## src/rtl/med_ctrl.sv

```systemverilog
// Control sequencer for the serial median unit: loads an N_PIXELS window, runs K sort passes, flags the median.
// DSO N*(K+1)+N-1-K cycles after the first load cycle; no stall input, so overruns are dropped and flagged on ERR.
module med_ctrl #(
  parameter int N_PIXELS = 9
) (
  input  logic CLK,
  input  logic RST,
  input  logic DSI_IN,
  output logic DSI,
  output logic BYP,
  output logic DSO,
  output logic BUSY,
  output logic ERR
);

  localparam int K  = (N_PIXELS - 1) / 2;
  localparam int CW = $clog2(N_PIXELS + 1);

  localparam logic [CW-1:0] LOAD_LAST  = CW'(N_PIXELS - 1);
  localparam logic [CW-1:0] FINAL_LAST = CW'(N_PIXELS - 2 - K);
  localparam logic [CW-1:0] PASS_LAST  = CW'(K - 1);
  localparam logic [CW-1:0] CMP_BASE   = CW'(N_PIXELS - 2);

  typedef enum logic [2:0] {IDLE, LOAD, CMP, BYPS, FINAL, DONE} state_t;

  state_t        state;
  logic [CW-1:0] cnt;
  logic [CW-1:0] pass;
  logic [CW-1:0] cmp_last;
  logic          err_q;

  // Each compare phase shrinks by one cycle per pass as the sorted tail grows.
  assign cmp_last = CMP_BASE - pass;

  always_ff @(posedge CLK) begin
    if (RST) begin
      state <= IDLE;
      cnt   <= '0;
      pass  <= '0;
      err_q <= 1'b0;
    end else begin
      err_q <= 1'b0;
      case (state)
        IDLE: begin
          if (DSI_IN) begin
            state <= LOAD;
            cnt   <= CW'(1);
          end
        end
        LOAD: begin
          if (!DSI_IN) begin
            err_q <= 1'b1;
            state <= IDLE;
            cnt   <= '0;
          end else if (cnt == LOAD_LAST) begin
            state <= CMP;
            cnt   <= '0;
            pass  <= '0;
          end else begin
            cnt <= cnt + 1'b1;
          end
        end
        CMP: begin
          err_q <= DSI_IN;
          if (cnt == cmp_last) begin
            state <= BYPS;
            cnt   <= '0;
          end else begin
            cnt <= cnt + 1'b1;
          end
        end
        BYPS: begin
          err_q <= DSI_IN;
          if (cnt == pass) begin
            cnt <= '0;
            if (pass == PASS_LAST) begin
              state <= FINAL;
            end else begin
              state <= CMP;
              pass  <= pass + 1'b1;
            end
          end else begin
            cnt <= cnt + 1'b1;
          end
        end
        FINAL: begin
          err_q <= DSI_IN;
          if (cnt == FINAL_LAST) begin
            state <= DONE;
            cnt   <= '0;
          end else begin
            cnt <= cnt + 1'b1;
          end
        end
        DONE: begin
          // The DSO cycle doubles as load cycle 1 of a back-to-back window.
          if (DSI_IN) begin
            state <= LOAD;
            cnt   <= CW'(1);
          end else begin
            state <= IDLE;
            cnt   <= '0;
          end
        end
        default: begin
          state <= IDLE;
          cnt   <= '0;
          pass  <= '0;
        end
      endcase
    end
  end

  assign DSI  = DSI_IN & ((state == IDLE) | (state == LOAD) | (state == DONE));
  assign BYP  = !((state == CMP) | (state == FINAL));
  assign DSO  = (state == DONE);
  assign BUSY = (state != IDLE) | DSI_IN;
  assign ERR  = err_q;

endmodule

```

## config.mk

```make
export PLATFORM = sky130hd
export DESIGN_NAME = med_ctrl
export DESIGN_NICKNAME = d
export VERILOG_FILES = /design/src/rtl/med_ctrl.sv
export SDC_FILE = /design/constraint.sdc
export NUM_CORES = 1
export LEC_CHECK = 0
export ABC_AREA = 1
export BUFFER_PORTS_ARGS = -buffer_cell sky130_fd_sc_hd__buf_4
export CORE_MARGIN = 2
export CORE_UTILIZATION = 39
export CTS_BUF_LIST = sky130_fd_sc_hd__clkbuf_4 sky130_fd_sc_hd__clkbuf_8 sky130_fd_sc_hd__clkbuf_16
export CTS_CLUSTER_SIZE = 14
export DETAILED_ROUTE_END_ITERATION = 10
export HOLD_SLACK_MARGIN = 0.06
export MAX_ROUTING_LAYER = met4
export PLACE_DENSITY_LB_ADDON = 0.2
export SETUP_SLACK_MARGIN = 0.15
export SLEW_MARGIN = 40
export SYNTH_ARGS = -nofsm -noshare
export SYNTH_HDL_FRONTEND = slang
export SYNTH_SLANG_ARGS = --single-unit
```

## constraint.sdc

```tcl
create_clock -name CLK -period 1.5 [get_ports CLK]
set_input_delay 0.225 -clock CLK [delete_from_list [all_inputs] [get_ports CLK]]
set_output_delay 0.225 -clock CLK [all_outputs]
set_load 0.02 [all_outputs]
```

==> summary.md, run 1 <==
| Metric | Value |
|---|---|
| Setup TNS | `0 ns` |
| Num CTS Buffers | `3` |
| Commonest non-fill, non-tap cell in the layout | `nand2_1` |
| Hold buffers post-CTS | `0` |
| Synth warn | `0` |
| PD cells | `1830 nW/µm²` |
| Area of the mapped netlist | `890 µm²` |
| Antenna-violating nets left | `0` |
| Final WL | `2.75 mm` |
| Slew headroom | `86.6%` |
| Worst EP arrival | `1.58 ns` |
| Synth Area in Compound Gates | `7.59%` |
| Most frequent cells in the layout | `nand2_1 (44), buf_4 (23), nor2_1 (15), nand2_2 (11), nand3_1 (11)` |
| Fin crit period | `1.40 ns` |
| Total GRT Usage | `20.9%` |
| TritonCTS clock tree | `built` |
| Switching fraction of total power | `49.2%` |
| Switch Pwr | `1.20 mW` |
| CP Depth | `10` |
| Synth Area in XOR/XNOR | `2.95%` |
| Clock transition at path regs | `0.08 ns` |
| CORE AREA | `2190 µm²` |
| Setup crit end kind | `flip-flop` |
| DRT Pass-1 Iters | `4` |
| Via/cell ratio | `5.29` |
| Worst Setup Start Kind | `flip-flop` |
| CP Buf/Inv Count | `2` |
| CP Cell Sequence | `buf_4, nand2_1, nand2_1, nor2_2, nand2_2, nand2_4, buf_4, nand2_2, nor2_1, nor3_1` |
| Largest family of logic cells by synthesized area | `simple AND/OR/NAND/NOR gates` |
| Layout cell share with drive strength beyond 1 | `46.4%` |
| Design Power | `2.43 mW` |
| Crit path max-delay cell type | `dfxtp_4` |
| Hold Path Class | `in -> reg` |
| Port Buffers | `7` |
| Die Area | `2680 µm²` |
| Worst Tran Pin Value | `0.199 ns` |
| Root Driver | `clkbuf_4` |
| Critical path peak fanout | `6` |
| Internal power | `1.23 mW` |
| Synth Area in Adders | `4.22%` |
| Count of pins over their slew limit | `0` |
| Worst-Skew Late Latency | `0.28 ns` |
| Peak VDD IR | `1.07 mV` |
| Post-synthesis average cell area | `5.89 µm²` |
| Final Hold Fails | `0` |
| H-tree depth | `1` |
| Wire per inst | `13.3 µm` |
| Worst Reg-to-Reg Cells | `10` |
| Seq pwr share | `24.6%` |
| Die extent in y | `51.8 µm` |
| Simple-gate portion of the synthesized area | `51.1%` |
| Mux contribution to synthesized area | `0%` |
| Largest net degree at the start of global routing | `9` |
| Placed cell area | `1020 µm²` |
| Iteration-0 DRC Markers | `39` |
| Initial Util | `40.6%` |
| Initial antenna violation count | `0` |
| Post-synthesis cell count | `151` |
| R2r setup slk | `0.10 ns` |
| Placer Congestion | `0.909` |
| Max_cap viols | `0` |
| Clock Skew | `0.00280 ns` |
| Die W | `51.8 µm` |
| Global-route wire length before repair | `4.00 mm` |
| Vias in the first global route | `939` |
| Delay-heaviest family, CP | `simple AND/OR/NAND/NOR gates` |
| RSZ-0062 raised after global routing | `yes` |
| Via count | `1,094` |
| Ports | `8` |
| Finished Cell Area | `1330 µm²` |
| Hold Crit Depth | `2` |
| Async set-reset flop share out of synthesis | `0%` |
| Clock sinks | `12` |
| Syn Nets | `157` |
| Setup Crit Path Kind | `reg -> reg` |
| CP required | `1.68 ns` |
| FMAX | `715 MHz` |
| Share of the yosys chip area belonging to registers | `27.0%` |
| Status | `complete, no violations` |
| Clock Tree Buf Depth | `2` |
| HPWL Detailed | `1.77 mm` |
| Flop and latch count out of synthesis | `12` |
| Prevailing post-synth register cell | `dfxtp_1` |
| Clock share of power | `11.2%` |
| Setup violators final | `0` |
| Ant diodes | `0` |
| CP peak stage delay | `0.38 ns` |
| Nets | `186` |
| Logic pwr share | `64.2%` |
| Netlist cell types | `17` |
| Leak pwr | `0.596 nW` |
| Core Rows | `17` |
| Area grow syn2layout | `48.9%` |
| GRT overflow | `0` |
| Fin crit share | `93.3%` |
| EDFF count, synth | `0` |
| DR DRC count | `0` |
-- layer usage --
| layer | vias up | track usage [%] | wire [µm] |
|---|---|---|---|
| li1 | 540 | - | - |
| met1 | 493 | 24.4 | 1110 |
| met2 | 44 | 35.3 | 1380 |
| met3 | 17 | 4.31 | 145 |
| met4 | 0 | 7.89 | 108 |
| met5 | - | - | 0 |
-- sequential cells by signal (all words and copies together) (netlist names) --
signal and cells:
ERR 1, cnt 4, state 3, pass 4
-- kinds of logic (layout without fill, tap and decap cells) --
logic type | after synthesis | after routing
XOR/XNOR | 3 | 3
buffers and inverters | 17 | 45
AND/OR/NAND/NOR | 103 | 103
adder cells (fa/ha/maj) | 3 | 3
flip-flops | 12 | 12
AO/OA/AOI/OAI | 13 | 13
-- area by class of cell --
| cell class | count | area (µm²) |
|---|---|---|
| fill | 200 | 866 |
| multi-input combinational | 122 | 727 |
| sequential | 12 | 272 |
| timing repair buffer | 24 | 184 |
| inverter | 17 | 71.3 |
| clock buffer | 4 | 36.3 |
| tap | 28 | 35.0 |
-- what timing repair did --
item                       in CTS  in global routing
pin swaps                      10                 16
resized for setup              28                 34
setup endpoints to repair      15                 16
buffers inserted                6                  5
-- through the flow --
step           hold slack, ns  std cells  setup slack (ns)  util, %
2_1_floorplan           0.287        151             0.184        -
3_3_place_gp            0.462        192          0.000582     46.7
3_5_place_dp            0.465        192           0.00222     46.7
4_1_cts                 0.159        202             0.105     53.9
5_1_grt                 0.167        207            0.0289     60.5
6_report                0.167        207             0.100     60.5
-- path summary, 6_finish.rpt --
path | startpoint | to
worst max-delay path | cnt[0]$_SDFFE_PP0P_ | pass[1]$_SDFFE_PP0P_
worst min-delay path | RST | cnt[0]$_SDFFE_PP0P_
worst max register to register | cnt[0]$_SDFFE_PP0P_ | pass[1]$_SDFFE_PP0P_
worst min register to register | pass[3]$_SDFFE_PP0P_ | pass[3]$_SDFFE_PP0P_
-- power by group through the flow --
stage	Sequential (mW)	Combinational, mW	Clock (mW)
global route	0.611	1.70	0.293
detailed placement	0.526	1.11	0
finish	0.598	1.56	0.272
global placement	0.525	1.10	0
floorplan	0.516	0.812	0
CTS	0.563	1.27	0.272
-- synthesized netlist by cell type (3+ instances only) --
library cell	number	area share, %
ha_1	3	4.2
nand3_1	15	8.4
inv_1	13	5.5
nand2_1	54	23
nand3_2	3	3.4
nor2_1	20	8.4
xor2_1	3	3.0
nand4_1	3	2.1
a21oi_1	11	6.2
dfxtp_1	12	27
inv_2	4	1.7
nor2_2	4	2.8
(Power assumes the default switching activity.)
==> inputs of run 2 (changes only) <==
Clock period 1.5 ns to 1.8 ns, I/O delays scaled along.
==> summary.md, run 2 (synthesis gave the netlist of run 1 again) <==
| Metric | Value |
|---|---|
| Worst EP arrival | `1.29 ns (-0.29 ns)` |
| Clock sinks | `12 (unchanged)` |
| Worst Tran Pin Value | `0.280 ns (+0.0808 ns)` |
| DRT Pass-1 Iters | `4 (unchanged)` |
| Setup Crit Path Kind | `reg -> out` |
| Iteration-0 DRC Markers | `40 (+2.6%)` |
| Clock transition at path regs | `0.08 ns (about the same)` |
| Post-CTS sizing | `0 (-100%)` |
| Critical path peak fanout | `6 (unchanged)` |
| Vias in the first global route | `851 (-9.4%)` |
| Leak pwr | `0.496 nW (-17%)` |
| Port Buffers | `7 (unchanged)` |
| Die extent in y | `51.8 µm (unchanged)` |
| Top Metal Used | `met4` |
| Wire per inst | `11.4 µm (-14%)` |
| Number of fill cells in the layout | `235 (+18%)` |
| Post-route setup slack | `0.242 ns (+0.141 ns)` |
| Setup bufs post-CTS | `0 (-6)` |
| Area grow syn2layout | `15.2%` |
| Wire length on met3 | `116 µm (-20%)` |
| Largest net degree at the start of global routing | `9 (unchanged)` |
| Placement Setup Slack | `0.268 ns (+0.266 ns)` |
| H-tree depth | `1 (unchanged)` |
| DR DRC count | `0 (unchanged)` |
| Peak VDD IR | `0.592 mV (-45%)` |
| Non-filler cells, final | `190 (-8.2%)` |
| Root Driver | `clkbuf_4` |
| Placer Congestion | `0.896 (-1.5%)` |
| Final WL | `2.16 mm (-21%)` |
| FMAX | `642 MHz` |
| Commonest non-fill, non-tap cell in the layout | `nand2_1` |
| Count of pins over their slew limit | `0 (unchanged)` |
| CP required | `1.53 ns (-0.15 ns)` |
| Worst Setup Start Kind | `flip-flop` |
| Die W | `51.8 µm (unchanged)` |
| Worst-Skew Late Latency | `0.28 ns (about the same)` |
| Core Rows | `17 (unchanged)` |
| Fin crit share | `86.6%` |
| Via/cell ratio | `5.19 (-1.7%)` |
| Via count | `987 (-9.8%)` |
| HPWL Detailed | `1.75 mm (-1.1%)` |
| CORE AREA | `2190 µm² (unchanged)` |
| RSZ-0062 raised after global routing | `yes` |
| Metal-1 WL | `986 µm (-11%)` |
| Ant diodes | `0 (unchanged)` |
| Status | `complete, no violations` |
| GRT overflow | `0 (unchanged)` |
| Global-route wire length before repair | `3.59 mm (-10%)` |
| Total GRT Usage | `18.6% (-2.3 points)` |
| Nets | `169 (-9.1%)` |
| Ports | `8 (unchanged)` |
| Initial Util | `40.6% (unchanged)` |
| Fin Hold WS | `0.212 ns (+0.0445 ns)` |
| Setup TNS | `0 ns (unchanged)` |
| Placed insts | `186 (-3.1%)` |
| Antenna-violating nets left | `0 (unchanged)` |
| Setup crit end kind | `output port` |
| Most frequent cells in the layout | `nand2_1 (54), nor2_1 (19), nand3_1 (15), inv_1 (13), a21oi_1 (11)` |
| Hold Path Class | `in -> reg` |
| Die Area | `2680 µm² (unchanged)` |
| Fin crit period | `1.56 ns` |
| Initial antenna violation count | `0 (unchanged)` |
| Clock Tree Buf Depth | `2 (unchanged)` |
| Routed met2 length | `1.03 mm (-25%)` |
| Final Hold Fails | `0 (unchanged)` |
| TritonCTS clock tree | `built` |
| Layout cell share with drive strength beyond 1 | `17.3% (-29 points)` |
| Setup violators final | `0 (unchanged)` |
| Post-layout util | `46.8% (-14 points)` |
| Largest registers | `cnt (4), pass (4), state (3)` |
| PD cells | `1530 nW/µm² (-17%)` |
| Max_cap viols | `0 (unchanged)` |
| Slew headroom | `81.3% (-5.3 points)` |
| Hold buffers post-CTS | `0 (unchanged)` |
| Num CTS Buffers | `3 (unchanged)` |
| Clock Skew | `0.00594 ns (+0.00314 ns)` |
run 2: changes by cell type in the layout (fill, tap and decap cells not counted), moves of 4 or more:
cell     before  now
nand2_2      11    1
buf_4        23    7
dfxtp_1       1    9
dfxtp_4       7    0
nand3_1      11   15
nor2_1       15   19
inv_1         7   13
nand2_1      44   54
run 2: stage by stage:
stage / cell area [µm²] / power (mW)
finish: 1020 / 1.57
global route: 1020 / 1.72
CTS: 1010 / 1.55
detailed placement: 977 / 1.32
global placement: 977 / 1.31
floorplan: 890 / 1.10
run 2: power by group:
part,total (mW),leakage (nW),switching [mW],internal (mW)
clock,0.221,0.0210,0.0984,0.123
combinational,0.897,0.376,0.570,0.327
sequential,0.449,0.0989,0.108,0.341
run 2: final timing paths:
path	start	end	slack, ns	cells past startpoint
worst max-delay path	state[1]$_SDFFE_PP0P_	BUSY	0.24	3
worst min-delay path	RST	cnt[0]$_SDFFE_PP0P_	0.21	2
worst max register to register	pass[0]$_SDFFE_PP0P_	pass[1]$_SDFFE_PP0P_	0.26	9
worst min register to register	pass[3]$_SDFFE_PP0P_	pass[3]$_SDFFE_PP0P_	0.52	2
run 2: worst max-delay path: stages, from the launching register on:
cell,delay (ns)
dfxtp_1,0.37
nor2_1,0.15
nand3_1,0.24
buf_4,0.25
run 2: final cells by class:
class / instances / area, µm² / share of cell area, %
clock buffer: 4 / 36.3 / 3.54
inverter: 17 / 63.8 / 6.23
multi-input combinational: 122 / 593 / 57.9
sequential: 12 / 244 / 23.8
tap: 28 / 35.0 / 3.42
timing repair buffer: 7 / 52.6 / 5.13
run 2: routing by layer:
metal	track usage [%]	up-vias
met5	-	-
met4	6.58	0
met3	3.45	4
met2	30.6	27
met1	22.9	448
li1	-	508
==> inputs of run 3 (changes only) <==
Settings changed: CORE_MARGIN 2 to not set.
==> summary.md, run 3 (synthesis gave the netlist of run 1 again) <==
| Metric | Value |
|---|---|
| Via count | `951 (-3.6%)` |
| Critical path peak fanout | `6 (unchanged)` |
| Via/cell ratio | `5.03 (-3.1%)` |
| Worst EP arrival | `1.29 ns (about the same)` |
| CP required | `1.53 ns (about the same)` |
| Die extent in y | `49.8 µm (-3.9%)` |
| Most frequent cells in the layout | `nand2_1 (54), nor2_1 (20), nand3_1 (15), inv_1 (13), a21oi_1 (11)` |
| Largest net degree at the start of global routing | `9 (unchanged)` |
| Clock Skew | `0.000917 ns (-0.00503 ns)` |
| Worst Tran Pin Value | `0.281 ns (+0.000745 ns)` |
| Worst Setup Start Kind | `flip-flop` |
| Iteration-0 DRC Markers | `46 (+15%)` |
| Peak VDD IR | `0.656 mV (+11%)` |
| Count of pins over their slew limit | `0 (unchanged)` |
| Logic pwr share | `57.4% (+0.2 points)` |
| CORE AREA | `2060 µm² (-5.9%)` |
| Seq pwr share | `29.4% (+0.8 points)` |
| Clock sinks | `12 (unchanged)` |
| Worst-Skew Late Latency | `0.26 ns (-0.02 ns)` |
| Status | `complete, no violations` |
| Register Area | `245 µm² (+0.51%)` |
| Antenna-violating nets left | `0 (unchanged)` |
| Die Area | `2480 µm² (-7.6%)` |
| Max_cap viols | `0 (unchanged)` |
| M3 GR Usage | `1.23% (-2.2 points)` |
| Setup TNS | `0 ns (unchanged)` |
| GRT overflow | `0 (unchanged)` |
| Number of fill cells in the layout | `208 (-11%)` |
| GRT met2 Usage | `27.5% (-3.1 points)` |
| Switching fraction of total power | `49.2% (-0.38 points)` |
| Placed insts | `185 (-0.54%)` |
| CP peak stage delay | `0.39 ns (+0.02 ns)` |
| Busiest grt layer | `met2` |
| Setup crit end kind | `output port` |
| Hold Path Class | `in -> reg` |
| Wire per inst | `11.0 µm (-3.1%)` |
| H-tree depth | `1 (unchanged)` |
| Switch Pwr | `0.758 mW (-2.4%)` |
| Multi-input logic area | `586 µm² (-1.3%)` |
| Crit path max-delay cell type | `dfxtp_1` |
| PD cells | `1520 nW/µm² (-0.89%)` |
| Total GRT Usage | `18.0% (-0.55 points)` |
| FMAX | `642 MHz (about the same)` |
| Root Driver | `clkbuf_4` |
| Ports | `8 (unchanged)` |
| Placer Congestion | `0.907 (+1.3%)` |
| Nets | `169 (unchanged)` |
| Final Hold Fails | `0 (unchanged)` |
| DRT Pass-1 Iters | `4 (unchanged)` |
| Initial antenna violation count | `0 (unchanged)` |
| Post-layout util | `49.3% (+2.6 points)` |
| Hold buffers post-CTS | `0 (unchanged)` |
| Setup violators final | `0 (unchanged)` |
| TritonCTS clock tree | `built` |
| Ant diodes | `0 (unchanged)` |
| Final WL | `2.08 mm (-3.6%)` |
| Setup Crit Path Kind | `reg -> out` |
| Met1 Usage GRT | `25.2% (+2.4 points)` |
| HPWL Detailed | `1.68 mm (-4.4%)` |
| Clock Tree Buf Depth | `2 (unchanged)` |
| Clock share of power | `13.2% (-0.9 points)` |
| Clock transition at path regs | `0.07 ns (about the same)` |
| Core Rows | `16 (-1)` |
| Internal power | `0.783 mW (-0.88%)` |
| Die W | `49.8 µm (-3.9%)` |
| Delay-heaviest family, CP | `flip-flops` |
| Initial Util | `43.1% (+2.5 points)` |
| DR DRC count | `0 (unchanged)` |
| CP Cell Sequence | `nor2_1, nand3_1, buf_4` |
| CP Buf/Inv Count | `1 (unchanged)` |
| Vias in the first global route | `773 (-9.2%)` |
| Commonest non-fill, non-tap cell in the layout | `nand2_1` |
| Global-route wire length before repair | `3.40 mm (-5.4%)` |
| Leak pwr | `0.496 nW (about the same)` |
| Num CTS Buffers | `3 (unchanged)` |
| Layout cell share with drive strength beyond 1 | `17.3% (unchanged)` |
| Setup bufs post-CTS | `0 (unchanged)` |
| Fin crit period | `1.56 ns (-0.000684 ns)` |
| Area grow syn2layout | `14.3%` |
| Port Buffers | `7 (unchanged)` |
| Slew headroom | `81.3% (about the same)` |
| RSZ-0062 raised after global routing | `no` |
| Fin crit share | `86.5% (about the same)` |
| Largest registers | `cnt (4), pass (4), state (3)` |
| Non-filler cells, final | `189 (-0.53%)` |
-- run 3: layout make-up --
| cell class | count | share of cell area [%] |
|---|---|---|
| multi-input combinational | 122 | 57.6 |
| sequential | 12 | 24.1 |
| clock buffer | 4 | 3.57 |
| inverter | 17 | 6.27 |
| timing repair buffer | 7 | 5.17 |
| tap | 27 | 3.32 |
-- run 3: metal layers --
layer  vias to the layer above  share of wire, %
li1                        505                 -
met1                       425                49
met2                        19                45
met3                         2               5.4
met4                         0              0.62
met5                         -                 0
-- run 3: power by group through the flow --
stage	clock, mW	combinational, mW	sequential [mW]
after detailed placement	0	0.877	0.448
final	0.204	0.884	0.454
after floorplan	0	0.677	0.428
after global placement	0	0.886	0.444
after global routing	0.230	0.997	0.466
after CTS	0.212	0.883	0.442
-- run 3: worst paths after layout --
| check | startpoint | end | slack (ns) | cells past startpoint |
|---|---|---|---|---|
| min reg2reg | pass[0]$_SDFFE_PP0P_ | pass[0]$_SDFFE_PP0P_ | 0.50 | 2 |
| max | state[1]$_SDFFE_PP0P_ | BUSY | 0.24 | 3 |
| min | RST | cnt[0]$_SDFFE_PP0P_ | 0.22 | 2 |
| max reg2reg | cnt[0]$_SDFFE_PP0P_ | pass[2]$_SDFFE_PP0P_ | 0.30 | 9 |
-- run 3: per-stage QoR --
stage | instance area, µm² | power, mW | setup slack [ns] | hold WS [ns]
after CTS | 1010 | 1.54 | 0.239 | 0.215
after global placement | 976 | 1.33 | 0.221 | 0.492
after detailed placement | 976 | 1.33 | 0.255 | 0.498
after global routing | 1020 | 1.69 | 0.156 | 0.202
final | 1020 | 1.54 | 0.242 | 0.217
after floorplan | 890 | 1.10 | 0.449 | 0.339
-- run 3: timing repair --
item / 4_1_cts / 5_1_grt
endpoints found under the setup margin: 0 / 11
endpoints found under the hold margin: 0 / 0
gates resized for setup: 0 / 4
